[src/rtl/video_timing_pkg.sv]
`default_nettype none
// ============================================================================
// Module   : video_timing_pkg
// Purpose  : Shared types, default raster constants and config helpers for
//            the programmable raster timing generator.
// Contents : timing_axis_t (active / front porch / sync / back porch),
//            DEF_* default 640x480 timing, axis_total(), axis_valid().
// Revision : 1.0 - initial release
// ============================================================================
package video_timing_pkg;

    // One axis of raster timing, laid out in emission order.
    typedef struct packed {
        logic [11:0] active;
        logic [11:0] fp;
        logic [11:0] sync;
        logic [11:0] bp;
    } timing_axis_t;

    localparam int DEF_HA  = 640;
    localparam int DEF_HFP = 16;
    localparam int DEF_HS  = 96;
    localparam int DEF_HBP = 48;
    localparam int DEF_VA  = 480;
    localparam int DEF_VFP = 10;
    localparam int DEF_VS  = 2;
    localparam int DEF_VBP = 33;

    // Total period of an axis; 14 bits so four 12-bit terms cannot overflow.
    function automatic logic [13:0] axis_total(input timing_axis_t a);
        return {2'b00, a.active} + {2'b00, a.fp} + {2'b00, a.sync} + {2'b00, a.bp};
    endfunction

    // An axis needs a non-empty active and sync region and must fit a
    // 12-bit counter.
    function automatic logic axis_valid(input timing_axis_t a);
        return (a.active != 12'd0) && (a.sync != 12'd0) &&
               (axis_total(a) <= 14'd4095);
    endfunction

endpackage
`default_nettype wire

[src/rtl/video_timing_axis.sv]
`default_nettype none
// ============================================================================
// Module   : video_timing_axis
// Purpose  : One raster axis: position counter, end-of-period detect and
//            active / sync region decode.
// Ports    : clk, rst_n  - clock, async active-low reset
//            step        - advance the counter by one
//            cfg         - shadowed timing for this axis
//            cnt         - current position
//            active      - cnt inside the active region
//            sync        - cnt inside the sync region
//            wrap        - cnt is the last position of the period
// Revision : 1.0 - initial release
// ============================================================================
module video_timing_axis import video_timing_pkg::*; (
    input  logic         clk,
    input  logic         rst_n,
    input  logic         step,
    input  timing_axis_t cfg,
    output logic [11:0]  cnt,
    output logic         active,
    output logic         sync,
    output logic         wrap
);

    logic [13:0] last_idx;
    logic [13:0] sync_start;
    logic [13:0] sync_end;
    logic [13:0] cnt_ext;

    assign cnt_ext    = {2'b00, cnt};
    assign last_idx   = axis_total(cfg) - 14'd1;
    assign sync_start = {2'b00, cfg.active} + {2'b00, cfg.fp};
    assign sync_end   = sync_start + {2'b00, cfg.sync};

    assign wrap   = (cnt_ext == last_idx);
    assign active = (cnt < cfg.active);
    assign sync   = (cnt_ext >= sync_start) && (cnt_ext < sync_end);

    always_ff @(posedge clk or negedge rst_n) begin
        if (!rst_n) begin
            cnt <= 12'd0;
        end else if (step) begin
            cnt <= wrap ? 12'd0 : cnt + 12'd1;
        end
    end

endmodule
`default_nettype wire

[src/rtl/video_timing_gen.sv]
`default_nettype none
// ============================================================================
// Module   : video_timing_gen
// Purpose  : Programmable raster timing generator driving VGA_HS / VGA_VS /
//            VGA_DE. Requested timing is sampled only at the last pixel of a
//            frame, so every frame is emitted with one consistent geometry.
// Ports    : CLK_VIDEO, RESET_N     - clock, async active-low reset
//            CE_PIXEL               - pixel enable, all timing advances on it
//            H_* / V_*              - requested timing (12 bits each)
//            VGA_HS, VGA_VS, VGA_DE - active-high sync and display enable
//            HCNT, VCNT             - position of the emitted pixel
//            FRAME_START            - one-clock pulse when (0,0) is emitted
//            CFG_ERR                - last frame-boundary sample was invalid
// Revision : 1.0 - initial release
// ============================================================================
module video_timing_gen import video_timing_pkg::*; #(
    parameter int DEF_HA  = video_timing_pkg::DEF_HA,
    parameter int DEF_HFP = video_timing_pkg::DEF_HFP,
    parameter int DEF_HS  = video_timing_pkg::DEF_HS,
    parameter int DEF_HBP = video_timing_pkg::DEF_HBP,
    parameter int DEF_VA  = video_timing_pkg::DEF_VA,
    parameter int DEF_VFP = video_timing_pkg::DEF_VFP,
    parameter int DEF_VS  = video_timing_pkg::DEF_VS,
    parameter int DEF_VBP = video_timing_pkg::DEF_VBP
) (
    input  logic        CLK_VIDEO,
    input  logic        RESET_N,
    input  logic        CE_PIXEL,
    input  logic [11:0] H_ACTIVE,
    input  logic [11:0] H_FP,
    input  logic [11:0] H_SYNC,
    input  logic [11:0] H_BP,
    input  logic [11:0] V_ACTIVE,
    input  logic [11:0] V_FP,
    input  logic [11:0] V_SYNC,
    input  logic [11:0] V_BP,
    output logic        VGA_HS,
    output logic        VGA_VS,
    output logic        VGA_DE,
    output logic [11:0] HCNT,
    output logic [11:0] VCNT,
    output logic        FRAME_START,
    output logic        CFG_ERR
);

    localparam timing_axis_t H_DEFAULT = {12'(DEF_HA), 12'(DEF_HFP), 12'(DEF_HS), 12'(DEF_HBP)};
    localparam timing_axis_t V_DEFAULT = {12'(DEF_VA), 12'(DEF_VFP), 12'(DEF_VS), 12'(DEF_VBP)};

    timing_axis_t h_shadow;
    timing_axis_t v_shadow;
    timing_axis_t h_req;
    timing_axis_t v_req;

    logic [11:0] h_cnt;
    logic [11:0] v_cnt;
    logic        h_active;
    logic        v_active;
    logic        h_sync;
    logic        v_sync;
    logic        h_wrap;
    logic        v_wrap;
    logic        frame_end;
    logic        req_ok;

    assign h_req = {H_ACTIVE, H_FP, H_SYNC, H_BP};
    assign v_req = {V_ACTIVE, V_FP, V_SYNC, V_BP};

    // Last pixel of the last line: counters wrap and the shadow reloads on
    // the same edge, so the new geometry starts cleanly at (0,0).
    assign frame_end = h_wrap && v_wrap;
    assign req_ok    = axis_valid(h_req) && axis_valid(v_req);

    video_timing_axis u_h_axis (
        .clk    (CLK_VIDEO),
        .rst_n  (RESET_N),
        .step   (CE_PIXEL),
        .cfg    (h_shadow),
        .cnt    (h_cnt),
        .active (h_active),
        .sync   (h_sync),
        .wrap   (h_wrap)
    );

    // Vertical position only moves at a line wrap, which also makes VS
    // change only at the start of a line.
    video_timing_axis u_v_axis (
        .clk    (CLK_VIDEO),
        .rst_n  (RESET_N),
        .step   (CE_PIXEL && h_wrap),
        .cfg    (v_shadow),
        .cnt    (v_cnt),
        .active (v_active),
        .sync   (v_sync),
        .wrap   (v_wrap)
    );

    always_ff @(posedge CLK_VIDEO or negedge RESET_N) begin
        if (!RESET_N) begin
            h_shadow    <= H_DEFAULT;
            v_shadow    <= V_DEFAULT;
            VGA_HS      <= 1'b0;
            VGA_VS      <= 1'b0;
            VGA_DE      <= 1'b0;
            HCNT        <= 12'd0;
            VCNT        <= 12'd0;
            FRAME_START <= 1'b0;
            CFG_ERR     <= 1'b0;
        end else begin
            // Pulse is cleared on every non-CE clock so it lasts one clock.
            FRAME_START <= CE_PIXEL && (h_cnt == 12'd0) && (v_cnt == 12'd0);
            if (CE_PIXEL) begin
                VGA_DE <= h_active && v_active;
                VGA_HS <= h_sync;
                VGA_VS <= v_sync;
                HCNT   <= h_cnt;
                VCNT   <= v_cnt;
                if (frame_end) begin
                    if (req_ok) begin
                        h_shadow <= h_req;
                        v_shadow <= v_req;
                        CFG_ERR  <= 1'b0;
                    end else begin
                        CFG_ERR  <= 1'b1;
                    end
                end
            end
        end
    end

endmodule
`default_nettype wire

[config.mk]
export PLATFORM = sky130hd
export DESIGN_NAME = video_timing_gen
export DESIGN_NICKNAME = d
export VERILOG_FILES = /design/src/rtl/video_timing_pkg.sv /design/src/rtl/video_timing_axis.sv /design/src/rtl/video_timing_gen.sv
export SDC_FILE = /design/constraint.sdc
export NUM_CORES = 1
export LEC_CHECK = 0
export BUFFER_PORTS_ARGS = -buffer_cell sky130_fd_sc_hd__buf_4
export CAP_MARGIN = 20
export CORE_MARGIN = 2
export CORE_UTILIZATION = 61
export CTS_BUF_LIST = sky130_fd_sc_hd__clkbuf_8 sky130_fd_sc_hd__clkbuf_16
export DETAILED_ROUTE_END_ITERATION = 10
export PLACE_DENSITY = 0.91
export SYNTH_ARGS = -nofsm -noshare
export SYNTH_HDL_FRONTEND = slang
export SYNTH_SLANG_ARGS = --single-unit
[constraint.sdc]
create_clock -name CLK_VIDEO -period 8.8 [get_ports CLK_VIDEO]
set_input_delay 1.76 -clock CLK_VIDEO [delete_from_list [all_inputs] [get_ports CLK_VIDEO]]
set_output_delay 1.76 -clock CLK_VIDEO [all_outputs]
set_load 0.005 [all_outputs]
# Yosys cells after proc, flatten, opt, wreduce, memory -nomap -nowiden
# Index checks and enable logic that the tools add are counted.
# W data, S select, Z words.
# word_totals
regBits,149
input_bits,99
# op_classes
addsub,16
n_eq_ne,2
magnitude_cmp,8
reduce_logical,20
muxes,3
# ops
operator,n
$add A14 B12 Y14,5
$add A12 B12 Y13,4
$reduce_bool A12 Y1,4
$add A13 B12 Y14,3
$eq A12 B14 Y1,2
$ge A12 B14 Y1,2
$le A14 B12 Y1 const B,2
$lt A12 B14 Y1,2
$sub A14 B1 Y14 const B,2
$add A12 B1 Y12 const B,2
$logic_not A12 Y1,2
$lt A12 B12 Y1,2
$mux W12,2
$logic_and A1 B1 Y1,12
$reduce_and A3 Y1,1
$reduce_and A2 Y1,1
$mux W1,1

# Depth between registers and ports, before layout
# Gate-level depths: netlist of run 1.
# depth
ltp_word,7
mapped_depth,31
mapped_depth_nobuf,28

# Hierarchy
# A second synthesis of run 1 with hierarchy kept.
# unflattened
hier_cells,1424
area_unflattened_um2,13703.1
# modules_own_cells
mod,cells_each,instances,area_each_um2,seq_area_each_um2
video_timing_gen,548,1,6877.8,3148.0
video_timing_axis at u_h_axis,449,1,3492.1,300.3
video_timing_axis at u_v_axis,427,1,3333.2,300.3

# Least setup slack after synthesis of run 1
# OpenSTA, ideal clock, no wires.
# synth_timing
path_type,flip-flop to flip-flop
start,reg h_shadow[36] in the netlist's numbering
end,reg v_shadow[14] in the netlist's numbering
setup_slack_ns,2.692
stages_incl_launch_ff,29
synth_period_minus_slack_ns,6.108
arrival_ns,5.983
required_time_ns,8.675
setup_time_ns,0.125
path_cell_list,dfrtp_1 > ha_1 > inv_1 > fa_1 > nor2b_1 > o21ai_0 > a21boi_0 > o21ai_0 > a21oi_1 > o21a_1 > nor2_1 > xnor2_1 > ha_1 > o21ai_0 > nor4b_1 > a2111oi_0 > ha_1 > inv_1 > ha_1 > o2111ai_1 > a2111oi_0 > nand4_1 > and4bb_2 > nand3_2 > or4_1 > buf_2 > buf_6 > buf_6 > mux2_4
# synth_via
elab_chain_len,7
# synth_rtl
element,line,text
"start, declared",video_timing_gen.sv:49,timing_axis_t h_shadow;
"start signal, assigned",video_timing_gen.sv:119,h_shadow <= h_req;
$add A12 B12 Y13,video_timing_pkg.sv:31,"return {2'b00, a.active} + {2'b00, a.fp} + {2'b00, a.sync} + {2'b00, a.bp};"
$add A13 B12 Y14,video_timing_pkg.sv:31,
$add A14 B12 Y14,video_timing_pkg.sv:31,
$sub A14 B1 Y14,video_timing_axis.sv:32,assign last_idx = axis_total(cfg) - 14'd1;
$eq A12 B14 Y1,video_timing_axis.sv:36,assign wrap = (cnt_ext == last_idx);
$logic_and A1 B1 Y1,video_timing_gen.sv:70,assign frame_end = h_wrap && v_wrap;
$reduce_and A3 Y1 (no source line),n/a,
"end signal, assigned",video_timing_gen.sv:120,v_shadow <= v_req;
"end, declared",video_timing_gen.sv:50,timing_axis_t v_shadow;
# Every way passes these cells.
# A chain may end at the register's enable or synchronous reset.

# Worst setup path in the final report of run 1
# layout_timing
start,reg h_shadow[36] in the netlist's numbering
end,reg h_shadow[29] in the netlist's numbering
# layout_via
elab_chain_len,7
# layout_rtl
element,line
$add A12 B12 Y13,video_timing_pkg.sv:31
$add A13 B12 Y14,video_timing_pkg.sv:31
$add A14 B12 Y14,video_timing_pkg.sv:31
$sub A14 B1 Y14,video_timing_axis.sv:32
$eq A12 B14 Y1,video_timing_axis.sv:36
$logic_and A1 B1 Y1,video_timing_gen.sv:70
$reduce_and A3 Y1 (no source line),n/a
# Every way passes these cells.

==> results.md, run 1 <==
- Die ar.: 23300 µm²
- Die Wd: 153 µm
- Antenna viol nets, final: 0
- Sw Ratio: 0.314
- Clock Tree Root: clkbuf_16
- Final Hold Slack: 506 ps
- Worst Reg2Reg Path Length in Cells: 26
- I/O Buffers: 127
- CTS sink count: 149
- Clk pwr share: 0.374
- Post-Syn Instances: 1333
- Clock transition at path regs: 70 ps
- Fin. Hold Viols: 0
- Critical R2R Capture: h_shadow[29]$_DFFE_PN0P_
- GRT Overall Usage: 0.300
- Worst r2r src: h_shadow[36]$_DFFE_PN0P_
- Final Cycle Share: 0.898
- H-Tree Level Count: 4
- Slew Viols, Final: 0
- RSZ-0062 raised after global routing: no
- Layout cells sized above 1: 0.221
- Routed wire length per instance: 19.7 µm
- CTS buffer count: 17
- Pleak: 0.00746 µW
- Vias in the first global route: 11300
- P_sw: 602 µW
- Mapped Area: 13500 µm²
- Ys async rst share: 1.00
- Dominant cells by area after synthesis: dfrtp_1, ha_1, fa_1, mux2_2, inv_1
- Largest net degree at the start of global routing: 82
- Synth Register Bits: 149
- Worst hold start: VCNT[8]$_DFFE_PN0P_
- Total Neg Setup Slack: 0 ps
- CP Launch Type: flip-flop
- Core footprint: 21800 µm²
- Cts hold-fix bufs: 0
- Mapped Avg Cell Area: 10.1 µm²
- Buffer count from post-CTS setup fixing: 0
- Drc violations: 0
- Top-level I/O count: 128
- Die extent in y: 153 µm
- Tot Pwr: 1920 µW
- Final Skew: 15.2 ps
- VDD IR-drop max: 0.000102 V
- DRT Wirelength: 34.4 mm
- Internal power: 1320 µW
- Most common cell after layout, fill and taps aside: ha_1
- Reg power frac: 0.395
- Slew HR: 0.438
- Max-Cap Viols: 0
- Predominant post-synthesis flop cell: dfrtp_1
- Post-CTS sizing: 0
- R2R Setup Slk: 890 ps
- Sequential area share after synthesis: 0.278
- Yosys top cell by area: dfrtp_1
- Count of cell types in the netlist: 74
- Gpl congestion: 0.961
- Initial drt markers: 742
- ANT cells: 0
- Critical path required time: 9120 ps
- Power per cell area: 126 nW/µm²
- CTS tree: done
- Area Growth Syn to Fin: 13.0%
- Nets: 1795
- Syn_nets: 1678
- Grt ovf: 0
- Initial Util: 0.620
- Max Buffers Root-to-Sink: 2
- Vias per inst: 6.20
- Fmax: 126 MHz
- Share of the synthesized area in the top cell type: 0.247
- Status: complete, no violations
- Data arrival, critical path: 8220 ps
- Placed wire-length estimate: 26.4 mm
- Logic pwr share: 0.231
- Worst-Skew Late Latency: 440 ps
- Ys Warns: 0
- Setup-failing EPs final: 0
- Slew of the pin with the lowest slew margin: 822 ps
- Post-synth EDFFs: 0
- Crit-path max FO: 48
- Initial antenna violation count: 0
- Most frequent cells in the layout: ha_1, inv_1, dfrtp_1
- Critical path class: flip-flop to flip-flop
- Hold Path Cell Cnt: 1
- Standard-cell rows: 54
- Via count: 10800
- Hold Path Sink: VCNT[8]$_DFFE_PN0P_
- DR pass1 iterations: 5
- Min Tclk post-route: 7910 ps
- Worst min path class: flip-flop to flip-flop
- Critical Path End Type: flip-flop
- First-pass GRT wire length: 56.7 mm
[worst max-delay path, cell delays in order, from the launching register on]
cell and delay [ps]:
dfrtp_1 380, ha_1 190, inv_1 70, fa_1 410, nor2b_1 130, o21ai_0 110
a21boi_0 360, o21ai_0 190, and2_1 200, xnor2_1 230, ha_1 340, nand2_1 80
a21oi_1 50, o21ai_0 380, a21oi_1 120, a2111oi_0 750, ha_1 270, inv_1 50
ha_1 420, o2111ai_1 160, a2111oi_0 530, nand4_1 140, and4bb_2 360, nand3_2 300
or4_4 770, buf_4 380, mux2_2 360
[cell usage after synthesis, types with 10 or more instances]
cell type  number
dfrtp_1       133
xor2_1         33
nor4_1         20
ha_1          192
or2_2          11
nand2_1        44
o21ai_0        75
nand2b_1       17
a211oi_1       10
xnor2_1        51
mux2_2         92
fa_1           54
o211ai_1       10
mux2_4         29
o21a_1         15
a21o_1         28
nor3_1         22
nand3_1        22
clkbuf_1       16
nor2_1         52
inv_1         145
nand4_1        17
nor2b_1        16
a21oi_1        62
dfstp_2        16
[power by group through the flow]
stage | Clock, µW | Sequential [µW] | Combinational (µW)
floorplan | 0 | 752 | 256
global placement | 0 | 768 | 411
detailed placement | 0 | 770 | 438
CTS | 723 | 757 | 444
global route | 752 | 762 | 499
finish | 718 | 757 | 443
[through the flow]
stage / util / worst slack, ps / cell area, µm² / instances
floorplan: - / 2690 / 13500 / 1333
global placement: 0.674 / 1410 / 14700 / 1711
detailed placement: 0.674 / 1120 / 14700 / 1711
CTS: 0.700 / 1050 / 15200 / 1743
global route: 0.700 / 479 / 15200 / 1743
finish: 0.700 / 894 / 15200 / 1743
[per-layer routing]
metal  track usage  share of wire
met5             0              0
met4         0.109          0.035
met3        0.0509          0.054
met2         0.520           0.50
met1         0.379           0.41
[cell families (layout without fill, tap and decap cells)]
kind of cell	count (synthesis)	after routing	share of synthesized area
simple gates	274	274	0.110
compound gates	272	272	0.131
fa+ha+maj	247	247	0.259
buf+inv	178	308	0.0526
flops	149	149	0.278
mux	129	129	0.115
xor+xnor	84	84	0.0546
[state kept, by name, summed over array words and instances (netlist names)]
register and flops:
FRAME_START 1, u_v_axis.cnt 12, VGA_VS 1, HCNT 12, VCNT 12, u_h_axis.cnt 12
VGA_HS 1, CFG_ERR 1, VGA_DE 1, v_shadow 48, h_shadow 48
[final cells by class]
class                           count  area (µm²)
Timing Repair Buffer              131         987
Sequential cell                   149        3750
Clock inverter                     11        91.3
Fill cell                        1517        6520
Tap cell                          280         350
Clock buffer                       21         480
Multi-Input combinational cell   1006        9030
Inverter                          145         544
[worst max path at each step]
| stage | from | endpoint |
|---|---|---|
| after floorplan | h_shadow[36]$_DFFE_PN0P_ | v_shadow[14]$_DFFE_PN0P_ |
| after global placement | h_shadow[36]$_DFFE_PN0P_ | h_shadow[13]$_DFFE_PN0P_ |
| after detailed placement | h_shadow[36]$_DFFE_PN0P_ | h_shadow[29]$_DFFE_PN0P_ |
| after CTS | h_shadow[36]$_DFFE_PN0P_ | h_shadow[29]$_DFFE_PN0P_ |
| after global routing | h_shadow[36]$_DFFE_PN0P_ | h_shadow[29]$_DFFE_PN0P_ |
| final | h_shadow[36]$_DFFE_PN0P_ | h_shadow[29]$_DFFE_PN0P_ |
Power figures use the tool's default switching activity.
==> inputs of run 2 (changes only) <==
Settings changed: CORE_UTILIZATION 61 to 56, PLACE_DENSITY 0.91 to 0.82.
Clock period 8.8 ns to 6.6 ns, I/O delays scaled along.
==> results.md, run 2 (synthesis gave the netlist of run 1 again) <==
- Status: complete, no violations
- First-pass GRT wire length: 56.0 mm (-1.2%)
- Data arrival, critical path: 6910 ps (-1310 ps)
- Core footprint: 23500 µm² (+8.2%)
- Largest net degree at the start of global routing: 82 (unchanged)
- Most common cell after layout, fill and taps aside: ha_1
- Initial Util: 0.573 (-0.0470)
- Min Tclk post-route: 6590 ps (-1320 ps)
- CP Launch Type: flip-flop
- Met2 Resource Use GR: 0.470 (-0.0504)
- Clock transition at path regs: 70 ps (about the same)
- Pleak: 0.00784 µW (+5.1%)
- Die ar.: 25300 µm² (+8.7%)
- Met1 Usage GRT: 0.350 (-0.0294)
- Antenna viol nets, final: 0 (unchanged)
- Fmax: 152 MHz (+20%)
- Most Crowded Layer GR: met2
- Area Growth Syn to Fin: 20.0%
- I/O Buffers: 127 (unchanged)
- Setup-failing EPs final: 0 (unchanged)
- Critical Path End Type: flip-flop
- H-Tree Level Count: 4 (unchanged)
- Max Buffers Root-to-Sink: 2 (unchanged)
- GRT met3 Usage: 0.0440 (-0.00689)
- Worst-Skew Late Latency: 440 ps (about the same)
- Slew HR: 0.441 (+0.00279)
- Crit-path max FO: 7 (-85%)
- Most frequent cells in the layout: ha_1, buf_4, inv_1
- Routed wire length per instance: 20.5 µm (+3.7%)
- Worst Path Buf+Inv: 4 (+1)
- Power per cell area: 160 nW/µm² (+27%)
- Standard-cell rows: 56 (+3.7%)
- Clock Tree Root: clkbuf_16
- Fin. Hold Viols: 0 (unchanged)
- Cts hold-fix bufs: 0 (unchanged)
- CTS sink count: 149 (unchanged)
- ANT cells: 0 (unchanged)
- Final Skew: 15.5 ps (+0.331 ps)
- Die extent in y: 159 µm (+4.3%)
- Vias per inst: 6.09 (-1.7%)
- Grt ovf: 0 (unchanged)
- CTS buffer count: 17 (unchanged)
- Top-level I/O count: 128 (unchanged)
- Drc violations: 0 (unchanged)
- DR pass1 iterations: 8 (+3)
- Initial drt markers: 772 (+4.0%)
- Most used cell along the critical path: ha_4
- Gpl congestion: 0.922 (-4.0%)
- Die Wd: 159 µm (+4.3%)
- GRT Overall Usage: 0.273 (-0.0271)
- Max-Cap Viols: 0 (unchanged)
- Nets: 1840 (+2.5%)
- # fillers: 1689 (+11%)
- Worst min path class: flip-flop to flip-flop
- Via count: 11100 (+3.0%)
- Slew Viols, Final: 0 (unchanged)
- Hold Path Sink: HCNT[11]$_DFFE_PN0P_
- Layout cells sized above 1: 0.290 (+0.0697)
- CP Launch Point: v_shadow[25]$_DFFE_PN1P_
- Final Instance Count excl. Fillers: 1827 (+4.8%)
- Cell count after placement: 1764 (+3.1%)
- Crit path largest cell delay: 710 ps (-60 ps)
- Critical path class: flip-flop to flip-flop
- Slowest CP cell: or4_4
- CP top delay family: simple AND/OR/NAND/NOR gates
- Design Area, Final: 16200 µm² (+6.2%)
- Worst hold start: HCNT[11]$_DFFE_PN0P_
- Final Cycle Share: 0.998 (+0.0999)
- CTS tree: done
- Biggest registers after layout: h_shadow (48), v_shadow (48)
- Worst Reg2Reg Path Length in Cells: 28 (+7.7%)
- Placed cell area: 14800 µm² (+1.2%)
- Initial antenna violation count: 0 (unchanged)
- R2R Setup Slk: 10 ps (-880 ps)
- Critical path required time: 6920 ps (-2200 ps)
- VDD IR-drop max: 0.000137 V (+35%)
- Critical R2R Capture: v_shadow[38]$_DFFE_PN0P_
- Vias in the first global route: 11100 (-1.6%)
- Placed wire-length estimate: 26.8 mm (+1.4%)
- Hold Path Cell Cnt: 1 (unchanged)
- Final Hold Slack: 507 ps (+0.773 ps)
- Slew of the pin with the lowest slew margin: 839 ps (+17.1 ps)
- DRT Wirelength: 37.4 mm (+8.7%)
- Worst r2r src: v_shadow[25]$_DFFE_PN1P_
==> run 2: layout make-up <==
type	count	area, µm²	area share
Clock buffer	20	467	0.0288
Clock inverter	12	119	0.00735
Inverter	145	544	0.0336
Multi-Input combinational cell	1008	9440	0.584
Sequential cell	149	3750	0.232
Tap cell	319	399	0.0247
Timing Repair Buffer	174	1460	0.0903
==> run 2: what timing repair did <==
| action | CTS | global route |
|---|---|---|
| setup buffers | 2 | 17 |
| gates cloned | 0 | 12 |
| setup endpoints to repair | 101 | 107 |
| pin swaps | 2 | 45 |
| gates resized for setup | 10 | 94 |
==> run 2: how the worst max path moves through the flow <==
stage                                    end  cells after the start
floorplan           v_shadow[14]$_DFFE_PN0P_                     28
global placement    v_shadow[24]$_DFFE_PN0P_                     27
detailed placement  v_shadow[14]$_DFFE_PN0P_                     27
CTS                 v_shadow[15]$_DFFE_PN0P_                     26
global route        v_shadow[20]$_DFFE_PN0P_                     28
finish              v_shadow[38]$_DFFE_PN0P_                     28
==> run 2: metal layers <==
layer	vias to the layer above	part of all wire
met3	90	0.059
met4	0	0.032
met5	-	0
met1	5534	0.41
li1	5092	-
met2	419	0.50
==> run 2: metrics by stage <==
step	setup TNS [ps]	util	worst slack [ps]	total power, µW
final	0	0.687	11.2	2590
after global routing	-13820	0.687	-200	2720
after CTS	0	0.657	16.9	2590
after detailed placement	-24350	0.630	-301	1610
after global placement	-18300	0.630	-227	1580
after floorplan	0	-	492	1340
==> run 2: where the power goes <==
group	total [µW]	leakage (µW)	switching (µW)	internal, µW
registers	1010	0.00196	61.8	946
logic	599	0.00560	315	284
clock network	987	0.000280	432	554
total	2590	0.00784	809	1780
